==> config.mk <==
export PLATFORM = sky130hd
export DESIGN_NAME = fastlock_ctrl_out_monitor
export DESIGN_NICKNAME = d
export VERILOG_FILES = /design/src/rtl/fastlock_ctrl_out_monitor.sv
export SDC_FILE = /design/constraint.sdc
export NUM_CORES = 1
export LEC_CHECK = 0
export ABC_AREA = 1
export CORE_ASPECT_RATIO = 1.5
export CORE_MARGIN = 4
export CORE_UTILIZATION = 27
export DETAILED_ROUTE_END_ITERATION = 10
export PLACE_DENSITY = 0.5
export SYNTH_ARGS = -nofsm -noshare
export SYNTH_HDL_FRONTEND = slang
export SYNTH_SLANG_ARGS = --single-unit
==> constraint.sdc <==
create_clock -name clk -period 4.78 [get_ports clk]
set_clock_uncertainty 0.05 [all_clocks]
set_input_delay 0.956 -clock clk [delete_from_list [all_inputs] [get_ports clk]]
set_output_delay 0.956 -clock clk [all_outputs]
set_load 0.1 [all_outputs]
==> src/rtl/fastlock_ctrl_out_monitor.sv <==
// Fast-lock CTRL_OUT monitor: synchronises the AD936x synth-lock indication,
// measures lock latency after each profile change, and flags timeouts and
// loss of lock. Saturating event counters feed the status registers.
module fastlock_ctrl_out_monitor #(
  parameter int GPIO_W         = 64,
  parameter int LOCK_BIT       = 0,
  parameter int PROFILE_W      = 3,
  parameter int DEBOUNCE       = 4,
  parameter int TIMEOUT_CYCLES = 1024,
  parameter int LAT_W          = 16,
  parameter int CNT_W          = 16
) (
  input  logic                 clk,
  input  logic                 resetn,
  input  logic                 enable_i,
  input  logic                 clear_i,
  input  logic [GPIO_W-1:0]    gpio_i,
  input  logic [PROFILE_W-1:0] profile_i,
  output logic                 locked_o,
  output logic                 lock_valid_o,
  output logic [PROFILE_W-1:0] lock_profile_o,
  output logic [LAT_W-1:0]     lock_latency_o,
  output logic                 timeout_o,
  output logic                 lost_lock_o,
  output logic [CNT_W-1:0]     lock_count_o,
  output logic [CNT_W-1:0]     timeout_count_o
);

  localparam int DB_W = $clog2(DEBOUNCE + 1);
  localparam logic [LAT_W:0]   TIMEOUT_L = (LAT_W + 1)'(TIMEOUT_CYCLES);
  localparam logic [LAT_W-1:0] TIMER_MAX = {LAT_W{1'b1}};
  localparam logic [CNT_W-1:0] CNT_MAX   = {CNT_W{1'b1}};
  localparam logic [DB_W-1:0]  DB_LAST   = DB_W'(DEBOUNCE);

  typedef enum logic [2:0] {
    IDLE      = 3'd0,
    WAIT_LOCK = 3'd1,
    DEBOUNCE_S = 3'd2,
    LOCKED    = 3'd3,
    TIMEOUT   = 3'd4
  } state_t;

  state_t               state_q, state_d;
  logic                 sync1_q, sync2_q;
  logic [PROFILE_W-1:0] profile_q;
  logic [LAT_W-1:0]     timer_q, timer_d;
  logic [DB_W-1:0]      db_q, db_d;
  logic                 locked_q, locked_d;
  logic                 lock_valid_q, lock_valid_d;
  logic [PROFILE_W-1:0] lock_profile_q, lock_profile_d;
  logic [LAT_W-1:0]     lock_latency_q, lock_latency_d;
  logic                 timeout_q, timeout_d;
  logic                 lost_lock_q, lost_lock_d;
  logic [CNT_W-1:0]     lock_count_q, lock_count_d;
  logic [CNT_W-1:0]     timeout_count_q, timeout_count_d;

  logic                 lock_s;
  logic                 change_s;
  logic                 timer_hit_s;
  logic [LAT_W-1:0]     timer_inc_s;

  assign lock_s      = sync2_q;
  assign change_s    = (profile_i != profile_q);
  assign timer_inc_s = (timer_q == TIMER_MAX) ? timer_q : timer_q + LAT_W'(1);
  assign timer_hit_s = (({1'b0, timer_q} + (LAT_W + 1)'(1)) == TIMEOUT_L);

  // Next-state, measurement and counter logic; change detect wins unless disabled.
  always_comb begin
    state_d         = state_q;
    timer_d         = timer_q;
    db_d            = db_q;
    locked_d        = locked_q;
    lock_valid_d    = 1'b0;
    lock_profile_d  = lock_profile_q;
    lock_latency_d  = lock_latency_q;
    timeout_d       = 1'b0;
    lost_lock_d     = 1'b0;
    lock_count_d    = lock_count_q;
    timeout_count_d = timeout_count_q;

    if (!enable_i) begin
      state_d  = IDLE;
      locked_d = 1'b0;
    end else if (change_s) begin
      state_d  = WAIT_LOCK;
      timer_d  = '0;
      db_d     = '0;
      locked_d = 1'b0;
    end else begin
      case (state_q)
        IDLE: begin
          state_d = IDLE;
        end
        WAIT_LOCK: begin
          timer_d = timer_inc_s;
          if (timer_hit_s) begin
            state_d   = TIMEOUT;
            timeout_d = 1'b1;
          end else if (lock_s) begin
            state_d = DEBOUNCE_S;
            db_d    = DB_W'(1);
          end else begin
            state_d = WAIT_LOCK;
          end
        end
        DEBOUNCE_S: begin
          timer_d = timer_inc_s;
          if (timer_hit_s) begin
            state_d   = TIMEOUT;
            timeout_d = 1'b1;
          end else if (!lock_s) begin
            state_d = WAIT_LOCK;
          end else if (db_q == DB_LAST) begin
            state_d        = LOCKED;
            locked_d       = 1'b1;
            lock_valid_d   = 1'b1;
            lock_latency_d = timer_q + LAT_W'(1);
            lock_profile_d = profile_q;
          end else begin
            db_d = db_q + DB_W'(1);
          end
        end
        LOCKED: begin
          if (!lock_s) begin
            state_d     = WAIT_LOCK;
            lost_lock_d = 1'b1;
            locked_d    = 1'b0;
            timer_d     = '0;
          end else begin
            state_d = LOCKED;
          end
        end
        TIMEOUT: begin
          state_d = TIMEOUT;
        end
        default: begin
          state_d  = IDLE;
          locked_d = 1'b0;
        end
      endcase
    end

    // Clear dominates any coincident increment; both counters saturate.
    if (clear_i) begin
      lock_count_d    = '0;
      timeout_count_d = '0;
    end else begin
      if (lock_valid_d && (lock_count_q != CNT_MAX)) begin
        lock_count_d = lock_count_q + CNT_W'(1);
      end else begin
        lock_count_d = lock_count_q;
      end
      if (timeout_d && (timeout_count_q != CNT_MAX)) begin
        timeout_count_d = timeout_count_q + CNT_W'(1);
      end else begin
        timeout_count_d = timeout_count_q;
      end
    end
  end

  // State, synchroniser and registered outputs.
  always_ff @(posedge clk or negedge resetn) begin
    if (!resetn) begin
      state_q         <= IDLE;
      sync1_q         <= 1'b0;
      sync2_q         <= 1'b0;
      profile_q       <= '0;
      timer_q         <= '0;
      db_q            <= '0;
      locked_q        <= 1'b0;
      lock_valid_q    <= 1'b0;
      lock_profile_q  <= '0;
      lock_latency_q  <= '0;
      timeout_q       <= 1'b0;
      lost_lock_q     <= 1'b0;
      lock_count_q    <= '0;
      timeout_count_q <= '0;
    end else begin
      state_q         <= state_d;
      sync1_q         <= gpio_i[LOCK_BIT];
      sync2_q         <= sync1_q;
      profile_q       <= profile_i;
      timer_q         <= timer_d;
      db_q            <= db_d;
      locked_q        <= locked_d;
      lock_valid_q    <= lock_valid_d;
      lock_profile_q  <= lock_profile_d;
      lock_latency_q  <= lock_latency_d;
      timeout_q       <= timeout_d;
      lost_lock_q     <= lost_lock_d;
      lock_count_q    <= lock_count_d;
      timeout_count_q <= timeout_count_d;
    end
  end

  assign locked_o        = locked_q;
  assign lock_valid_o    = lock_valid_q;
  assign lock_profile_o  = lock_profile_q;
  assign lock_latency_o  = lock_latency_q;
  assign timeout_o       = timeout_q;
  assign lost_lock_o     = lost_lock_q;
  assign lock_count_o    = lock_count_q;
  assign timeout_count_o = timeout_count_q;

endmodule

==> metrics.md, run 1 <==
| Metric | Value |
|---|---|
| Finished Layout Cells | `just over 900` |
| DRT iter0 DRCs | `216` |
| PortBufs | `62` |
| Worst Hold Depth | `0` |
| WP data required | `4980 ps` |
| M1 GR Usage | `15.8%` |
| Via count | `about 4300` |
| Final #Nets | `773` |
| Seq cells post-synth | `just over 80` |
| M2 GR Usage | `about 25%` |
| Die height | `168 um` |
| Layout overhead on the synthesized area | `24.2%` |
| CTS H-tree lvls | `3` |
| Placed insts | `between 800 and 900` |
| Total CTS buffers | `9` |
| Total routed wirelength | `12500 um` |
| Most frequent cells in the layout | `nand2_1, nor2_1, dfrtp_1, inv_1, clkdlybuf4s50_1` |
| Met3 Usage GRT | `between 2 and 2.5%` |
| RSZ-0062 raised after global routing | `no` |
| Pwr Density | `262 mW/mm2` |
| Period utilisation layout | `63.8%` |
| Sinks on Clock Net | `82` |
| Ports | `between 100 and 150` |
| VDD IR max | `0.199 mV` |
| Mapped cell area | `between 0.004 and 0.005 mm2` |
| Worst-Skew Late Latency | `~340 ps` |
| Worst slew margin | `33.0%` |
| Top Usage Layer GRT | `met2` |
| First-pass GRT wire length | `about 21000 um` |
| Setup repair bufs after CTS | `0` |
| WHS | `between 300 and 400 ps` |
| Fmax | `between 300 and 400 MHz` |
| CP Capture Type | `register` |
| Core region area | `0.0168 mm2` |
| GRT overflow | `0` |
| Final critical-path required period | `3050 ps` |
| CTS Buffer Depth | `2` |
| Synthesized net count | `a little over 700` |
| Root Driver | `clkbuf_16` |
| Antenna cells | `0` |
| Vias/cell | `4.77` |
| Layout cells sized above 1 | `4.99%` |
| Gr usage total | `13.8%` |
| Remaining routing DRC violations | `0` |
| HP Class | `reg -> reg` |
| Slew Viols, Final | `0` |
| Hold Fails Final Rpt | `0` |
| Startpoint of the worst hold path | `sync1_q` |
| Row cnt | `58` |
| Finish-stage setup viols | `0` |
| DRT antenna net count | `0` |
| Commonest non-fill, non-tap cell in the layout | `nand2_1` |
| Gate Count Post-Synth | `633` |
| Leakage Power | `2.55 nW` |
| Drt first pass iters | `5` |
| Worst-case hold path end point | `lock_s` |
| Hold-fix buffers, CTS | `0` |
| Starting Density | `27.6%` |
| Warnings, synthesis | `0` |
| Max_cap viols | `0` |
| Initial antenna violation count | `0` |
| Fin util | `approximately a third` |
| Largest net degree at the start of global routing | `53` |
| Worst-margin pin slew | `1000 ps` |
| CTS tree | `built` |
| Library cells used by synthesis | `33` |
| Chip Width | `115 um` |
| Per-cell routed wire length | `13.7 um` |
| R2R Path Start | `timer_q[0]` |
| WP data arrival | `3250 ps` |
| Post-CTS sizing | `0` |
| Clock transition at path regs | `60 ps` |
| Reg2Reg Depth | `13` |
| RR Endpoint | `lock_latency_o[8]` |
| Setup TNS | `0 ps` |
| Die Footprint | `about 0.019 mm2` |
| Placed cell areas | `0.00545 mm2` |
| Status | `complete, no violations` |
| Non-Filler Cell Area, Final | `between 0.005 and 0.006 mm2` |
| Flop2flop setup slack | `2010 ps` |
| Post-detail-place hpwl | `just over 9000 um` |
| CP Max Fanout | `16` |
| Number of global-route vias before repair | `4410` |
| GPL Wtd Cong | `0.874` |
| Post-synthesis sequential area ratio | `44.4%` |
| Critical path class | `in -> reg` |
| Startpoint types | `input port` |
| Syn Area/Cell | `7.30 um2` |
==> report_power, final <==
group / internal [mW] / switching (mW) / total, mW
registers: 0.702 / 0.00995 / 0.712
clock network: 0.417 / 0.271 / 0.688
logic: 0.0254 / 0.0760 / 0.101
==> worst max-delay path by stage <==
stage | from | endpoint | cells past startpoint
finish | profile_i[1] | timer_q[2] | 12
global route | profile_i[0] | timer_q[1] | 12
CTS | profile_i[0] | timer_q[2] | 12
detailed placement | profile_i[0] | timer_q[2] | 12
global placement | profile_i[0] | timer_q[1] | 12
floorplan | timeout_count_o[0] | timeout_count_o[11] | 11
==> per-stage QoR <==
| step | total power, mW | setup slack [ps] |
|---|---|---|
| global route | 1.57 | 1390 |
| detailed placement | 0.830 | 1330 |
| finish | 1.50 | 1730 |
| CTS | 1.53 | 1690 |
| floorplan | 0.784 | 2020 |
| global placement | 0.828 | 1350 |
==> synth_stat cells (all sizes together) <==
cell type	number	area, um2
o22ai	15	93.8
and3b	1	8.76
nand3	56	303
or2	1	6.26
nand2	199	764
nand4	24	165
o21ai	32	160
nor4	3	18.8
clkbuf	4	15.0
nor3b	2	15.0
nor3	9	45.0
inv	68	255
a211oi	1	7.51
buf	11	80.1
a21oi	4	20.0
xnor2	4	35.0
dfrtp	82	2050
and3	1	6.26
clkinv	1	3.75
nor2	98	398
xor2	12	105
ha	5	62.6
==> area by class of cell <==
type,instances,area [um2]
clock buffers,13,250
multi-input cells,467,2210
fillers,1802,11000
well taps,210,263
clock inverters,2,37.5
repair buffers,68,663
inverters,69,259
flip-flops and latches,82,2050
==> cell families after synthesis <==
group	Yosys count	share of synthesized area (%)
compound gates	52	6.09
simple gates	394	37.4
flops	82	44.4
buf+inv	84	7.66
xor+xnor	16	3.03
fa+ha+maj	5	1.35
==> critical path, stage by stage <==
cell	delay, ps
clkdlybuf4s50_1	510
xor2_1	150
nor2_1	80
nand2_1	130
clkinv_1	240
nand2_1	120
inv_1	50
a21oi_1	110
nand2_1	130
inv_1	90
nand2_1	370
o21ai_0	300
==> state kept, by name, indices dropped and copies added (netlist names) <==
signal,flops
locked_o,1
state_q,3
timeout_o,1
timer_q,16
lock_valid_o,1
sync1_q,1
lock_latency_o,16
profile_q,3
lock_s,1
db_q,3
lock_profile_o,3
timeout_count_o,16
lock_count_o,16
lost_lock_o,1
==> routing by layer <==
metal	vias up	part of all wire [%]
met1	2064	41
met5	-	0
met3	23	3.4
met2	97	53
met4	0	2.5
li1	2164	-
(Power assumes the default switching activity.)
==> inputs of run 2 (changes only) <==
--- a/config.mk
+++ b/config.mk
@@ -10,7 +10,7 @@
 export CORE_MARGIN = 4
 export CORE_UTILIZATION = 27
 export DETAILED_ROUTE_END_ITERATION = 10
-export PLACE_DENSITY = 0.5
+export PLACE_DENSITY = 0.52
 export SYNTH_ARGS = -nofsm -noshare
 export SYNTH_HDL_FRONTEND = slang
 export SYNTH_SLANG_ARGS = --single-unit
==> constraint.sdc (replaced) <==
create_clock -name clk -period 2.48 [get_ports clk]
set_clock_uncertainty 0.05 [all_clocks]
set_input_delay 0.496 -clock clk [delete_from_list [all_inputs] [get_ports clk]]
set_output_delay 0.496 -clock clk [all_outputs]
set_load 0.1 [all_outputs]
==> run 2 against run 1 <==
Compared with the run above:
- non-clock buffer count up 36
- sequential share of layout area down 1.4 points
- worst setup slack worse by 1600 ps
- cell area up 4.5%
- core utilization up 1.6 points
- combinational power up 120%
- die area unchanged
- first-iteration DRC count down 40%
- clock power up 110%
- worst hold slack worse by 190 ps
- sequential power up 92%
==> metrics.md, run 2 (synthesis results as in run 1) <==
| Metric | Value |
|---|---|
| WP data arrival | `2500 ps (-750 ps)` |
| Worst path cell trace | `ha_4, nand2_2, nor2_4, nand4_1, nand3_1, nor2_2, nand3_4, buf_6, nand4_1, nor2_1, nor2_1` |
| Die height | `168 um (unchanged)` |
| Chip Width | `115 um (unchanged)` |
| Slew Viols, Final | `0 (unchanged)` |
| Final #Nets | `809 (+4.7%)` |
| Post-detail-place hpwl | `9720 um (+5.3%)` |
| Max_cap viols | `0 (unchanged)` |
| HP Class | `in -> async` |
| Antenna cells | `0 (unchanged)` |
| Total CTS buffers | `9 (unchanged)` |
| Ports | `126 (unchanged)` |
| Row cnt | `58 (unchanged)` |
| CP Capture Type | `register` |
| Layout cells sized above 1 | `19.2% (+14 points)` |
| WHS | `113 ps (-187 ps)` |
| Status | `complete, no violations` |
| WP data required | `2660 ps (-2320 ps)` |
| Most frequent cells in the layout | `nand2_1, buf_4, nor2_1, dfrtp_1, inv_1` |
| Worst path slowest cell | `dfrtp_1` |
| CTS Buffer Depth | `2 (unchanged)` |
| Drt first pass iters | `4 (-1)` |
| Final critical-path required period | `between 2000 and 2500 ps` |
| DRT iter0 DRCs | `129 (-40%)` |
| Hold-fix buffers, CTS | `0 (unchanged)` |
| Fmax | `431 MHz` |
| Critical path class | `reg -> reg` |
| Root Driver | `clkbuf_16` |
| Die Footprint | `0.0193 mm2 (unchanged)` |
| CP Max Fanout | `13 (-3)` |
| Met1 wire length | `5350 um (+4.0%)` |
| Highest routed layer | `met4` |
| CTS H-tree lvls | `3 (unchanged)` |
| Number of global-route vias before repair | `4393 (-0.39%)` |
| VDD IR max | `0.238 mV (+19%)` |
| Initial antenna violation count | `0 (unchanged)` |
| CTS tree | `built` |
| WL met3 | `356 um (-15%)` |
| Flop2flop setup slack | `160 ps (-1850 ps)` |
| Finish-stage setup viols | `0 (unchanged)` |
| Leakage Power | `2.87 nW (+12%)` |
| Metal2 WL | `6990 um (+6.0%)` |
| First-pass GRT wire length | `21300 um (-0.74%)` |
| Remaining routing DRC violations | `0 (unchanged)` |
| Commonest non-fill, non-tap cell in the layout | `nand2_1` |
| Final Power | `3.04 mW (+100%)` |
| Pwr Density | `506 mW/mm2 (+93%)` |
| Per-cell routed wire length | `13.7 um (+0.32%)` |
| Setup TNS | `0 ps (unchanged)` |
| Vias/cell | `4.64 (-2.7%)` |
| Clock transition at path regs | `60 ps (about the same)` |
| DRT antenna net count | `0 (unchanged)` |
| Fillers | `1841 (+2.2%)` |
| Worst slew margin | `60.0% (+27 points)` |
| Startpoint types | `register` |
| Largest stage delay, worst path | `390 ps (-120 ps)` |
| Gr usage total | `14.0% (+0.19 points)` |
| Period utilisation layout | `93.5%` |
| Worst-margin pin slew | `600 ps (-402 ps)` |
| Hold Fails Final Rpt | `0 (unchanged)` |
| Layout overhead on the synthesized area | `29.8%` |
| PortBufs | `62 (unchanged)` |
| GPL Wtd Cong | `0.868 (-0.65%)` |
| Total routed wirelength | `13000 um (+4.4%)` |
| Largest net degree at the start of global routing | `45 (-15%)` |
| Sinks on Clock Net | `82 (unchanged)` |
| GRT overflow | `0 (unchanged)` |
| Worst-Skew Late Latency | `340 ps (about the same)` |
| Core region area | `0.0168 mm2 (unchanged)` |
| Starting Density | `27.6% (unchanged)` |
| Via count | `4401 (+1.2%)` |
-- run 2: changes by cell type in the layout (fill, tap and decap cells not counted), sizes merged --
| cell | delta |
|---|---|
| clkbuf | +2 |
| clkinvlp | -1 |
| clkdlybuf4s50 | -55 |
| buf | +91 |
-- run 2: power by group --
part	switching, mW	internal (mW)	total, mW	leakage (nW)
Sequential	0.0180	1.35	1.37	1.12
Combinational	0.154	0.0714	0.225	1.59
Clock	0.547	0.892	1.44	0.156
-- run 2: final timing paths --
kind                       startpoint                 end  cells past startpoint
hold reg to reg               sync1_q              lock_s                      0
min in group clk              sync1_q              lock_s                      0
setup / recovery           timer_q[0]    lock_count_o[11]                     11
max in group asynchronous      resetn  lock_latency_o[11]                      2
setup reg to reg           timer_q[0]    lock_count_o[11]                     11
hold / removal                 resetn  lock_latency_o[12]                      1
-- run 2: area by class of cell --
type | count | area (um2) | share of cell area [%]
clock buffers | 15 | 288 | 4.80
clock inverters | 1 | 30.0 | 0.501
inverters | 69 | 259 | 4.32
multi-input cells | 467 | 2260 | 37.7
flip-flops and latches | 82 | 2060 | 34.3
well taps | 210 | 263 | 4.38
repair buffers | 104 | 837 | 14.0
-- run 2: what timing repair did --
item | 4_1_cts | 5_1_grt
resized for setup | 0 | 13
setup endpoints to repair | 0 | 55
buffers inserted | 0 | 2
-- run 2: layer usage --
layer | up-vias | track usage, %
met4 | 0 | 5.62
met5 | - | 0
met2 | 66 | 25.9
met3 | 20 | 2.55
li1 | 2247 | -
met1 | 2068 | 15.3
-- run 2: metrics by stage --
step	worst slack, ps	cells	utilization [%]	cell area [um2]
floorplan	40.5	633	-	4630
global placement	-96.3	930	33.5	5610
detailed placement	-84.5	930	33.5	5610
CTS	49.3	946	35.4	5930
global route	-11.8	948	35.8	6000
finish	162	948	35.8	6000
-- run 2: critical path: cells and delay by family (launching register included) --
kind,cells,cell delay (ps)
and+or+nand+nor,9,1410
DFF,1,390
adders and majority gates,1,180
buffers and inverters,1,170
==> inputs of run 3 (changes only) <==
--- a/config.mk
+++ b/config.mk
@@ -6,7 +6,6 @@
 export NUM_CORES = 1
 export LEC_CHECK = 0
 export ABC_AREA = 1
-export CORE_ASPECT_RATIO = 1.5
 export CORE_MARGIN = 4
 export CORE_UTILIZATION = 27
 export DETAILED_ROUTE_END_ITERATION = 10
==> run 3 against run 2 <==
Compared with the run above:
- combinational power decreased by 4%
- worst hold slack got worse by 110 ps
- sequential power about the same
- clock-buffer cell count decreased by 6
- cell count increased by 0.42%
- worst setup slack improved by 18 ps
- power increased by 0.13%
- critical path depth increased by 4
- wire length decreased by 7.1%
- largest cell class unchanged
- highest routed layer unchanged
==> metrics.md, run 3 (synthesis results as in run 1) <==
| Metric | Value |
|---|---|
| Status | `complete, no violations` |
| Number of global-route vias before repair | `4139 (-5.8%)` |
| Reg2Reg Depth | `15 (+4)` |
| CTS Buffer Depth | `2 (unchanged)` |
| Total CTS buffers | `9 (unchanged)` |
| Largest net degree at the start of global routing | `59 (+31%)` |
| First-pass GRT wire length | `20600 um (-3.6%)` |
| Worst-margin pin slew | `426 ps (-174 ps)` |
| Starting Density | `27.7% (+0.10 points)` |
| Die Footprint | `0.0193 mm2 (-0.22%)` |
| Die height | `139 um (-17%)` |
| CP Max Fanout | `7 (-6)` |
| CTS H-tree lvls | `3 (unchanged)` |
| Layout cells sized above 1 | `18.3% (-0.94 points)` |
| Pwr Density | `512 mW/mm2 (+1.1%)` |
| WP data arrival | `2490 ps (about the same)` |
| Period utilisation layout | `92.8% (-0.71 points)` |
| Worst path cell trace | `ha_2, nand2_1, nor2_4, nand3_1, nand2_1, nand2_1, inv_1, nand2_1, nor2_2, nand3_4, nand2_4, inv_1, buf_4, nand2_1, nand2_1` |
| Slew Viols, Final | `0 (unchanged)` |
| PortBufs | `62 (unchanged)` |
| Hold-fix buffers, CTS | `0 (unchanged)` |
| Final #Nets | `803 (-0.74%)` |
| CP Capture Type | `register` |
| Finish-stage setup viols | `0 (unchanged)` |
| Per-cell routed wire length | `12.7 um (-7.5%)` |
| Critical path class | `reg -> reg` |
| DRT iter0 DRCs | `139 (+7.8%)` |
| WP data required | `2670 ps (about the same)` |
| Root Driver | `clkbuf_16` |
| Core region area | `0.0167 mm2 (-0.37%)` |
| Clock transition at path regs | `60 ps (about the same)` |
| Startpoint types | `register` |
| Largest stage delay, worst path | `370 ps (-20 ps)` |
| CTS tree | `built` |
| Ports | `126 (unchanged)` |
| Max_cap viols | `0 (unchanged)` |
| Worst path slowest cell | `dfrtp_1` |
| Most frequent cells in the layout | `nand2_1, nor2_1, buf_4, dfrtp_1, inv_1` |
| R2R Path Start | `timer_q[0]` |
| Post-detail-place hpwl | `8890 um (-8.6%)` |
| Leakage Power | `2.83 nW (-1.3%)` |
| Via count | `4250 (-3.4%)` |
| VDD IR max | `0.375 mV (+58%)` |
| Total routed wirelength | `12100 um (-7.1%)` |
| Chip Width | `139 um (+21%)` |
| Fin util | `35.6% (-0.21 points)` |
| Finished Layout Cells | `952 (+0.42%)` |
| Flop2flop setup slack | `180 ps (+20 ps)` |
| Sinks on Clock Net | `82 (unchanged)` |
| Hold Fails Final Rpt | `0 (unchanged)` |
| RR Endpoint | `lock_profile_o[0]` |
| GPL Wtd Cong | `0.859 (-1.1%)` |
| Final critical-path required period | `2300 ps (-17.6 ps)` |
| Most used cell, CP | `nand2_1` |
| Placed insts | `934 (+0.43%)` |
| Vias/cell | `4.46 (-3.8%)` |
| Drt first pass iters | `4 (unchanged)` |
| Worst slew margin | `71.5% (+12 points)` |
| Antenna cells | `0 (unchanged)` |
| Remaining routing DRC violations | `0 (unchanged)` |
| Row cnt | `47 (-19%)` |
| GRT overflow | `0 (unchanged)` |
| Initial antenna violation count | `0 (unchanged)` |
| Commonest non-fill, non-tap cell in the layout | `nand2_1` |
| Worst-Skew Late Latency | `350 ps (about the same)` |
| DRT antenna net count | `0 (unchanged)` |
| Fmax | `435 MHz (+0.76%)` |
| HP Class | `in -> async` |
| Layout overhead on the synthesized area | `28.6%` |
| Gr usage total | `12.9% (-1.1 points)` |
==> run 3: repair_timing <==
item | 4_1_cts | 5_1_grt
resized for setup | 0 | 10
setup buffers | 0 | 2
setup endpoints to repair | 0 | 57
==> run 3: how the worst max path moves through the flow <==
stage,start,end,slack (ps),cells past startpoint
after floorplan,timeout_count_o[0],timeout_count_o[11],40,11
after CTS,timer_q[1],lock_count_o[14],70,15
after global routing,timer_q[1],lock_profile_o[1],-4,15
final,timer_q[0],lock_profile_o[0],180,15
after global placement,profile_i[0],lock_profile_o[1],-40,15
after detailed placement,profile_i[0],lock_profile_o[0],-50,15
==> run 3: per-layer routing <==
layer  vias up  wire length, um  global-route usage (%)
met5         -                0                       0
met4         0              113                    2.78
met3         9              631                    4.38
met2        66             5570                    20.8
met1      1946             5770                    16.9
li1       2229                -                       -
==> run 3: where the power goes <==
group | internal (mW) | leakage (nW) | switching, mW
Combinational | 0.0656 | 1.56 | 0.149
Sequential | 1.35 | 1.12 | 0.0176
Clock | 0.880 | 0.151 | 0.574
Total | 2.30 | 2.83 | 0.741
==> run 3: worst max-delay path, delay by kind of cell (launching register included) <==
kind          cells  cell delay, ps
flops             1             370
simple gates     11            1230
fa+ha+maj         1             230
buf+inv           3             330
==> run 3: layout make-up <==
| cell class | instances | area (um2) |
|---|---|---|
| Fill cell | 1843 | 10800 |
| Multi-Input combinational cell | 467 | 2240 |
| Sequential cell | 82 | 2060 |
| Timing Repair Buffer | 98 | 787 |
| Tap cell | 220 | 275 |
| Inverter | 69 | 259 |
| Clock buffer | 9 | 225 |
| Clock inverter | 7 | 93.8 |
==> run 3: metrics by stage <==
step	total power, mW	setup slack (ps)	instance area (um2)	setup TNS [ps]	hold slack, ps
after floorplan	1.51	40.5	4630	0	150
after global placement	1.61	-39.1	5570	-174	282
after detailed placement	1.62	-53.3	5570	-589	286
after CTS	3.09	67.8	5890	0	6.30
after global routing	3.18	-3.75	5940	-3.75	15.8
final	3.04	179	5940	0	2.31
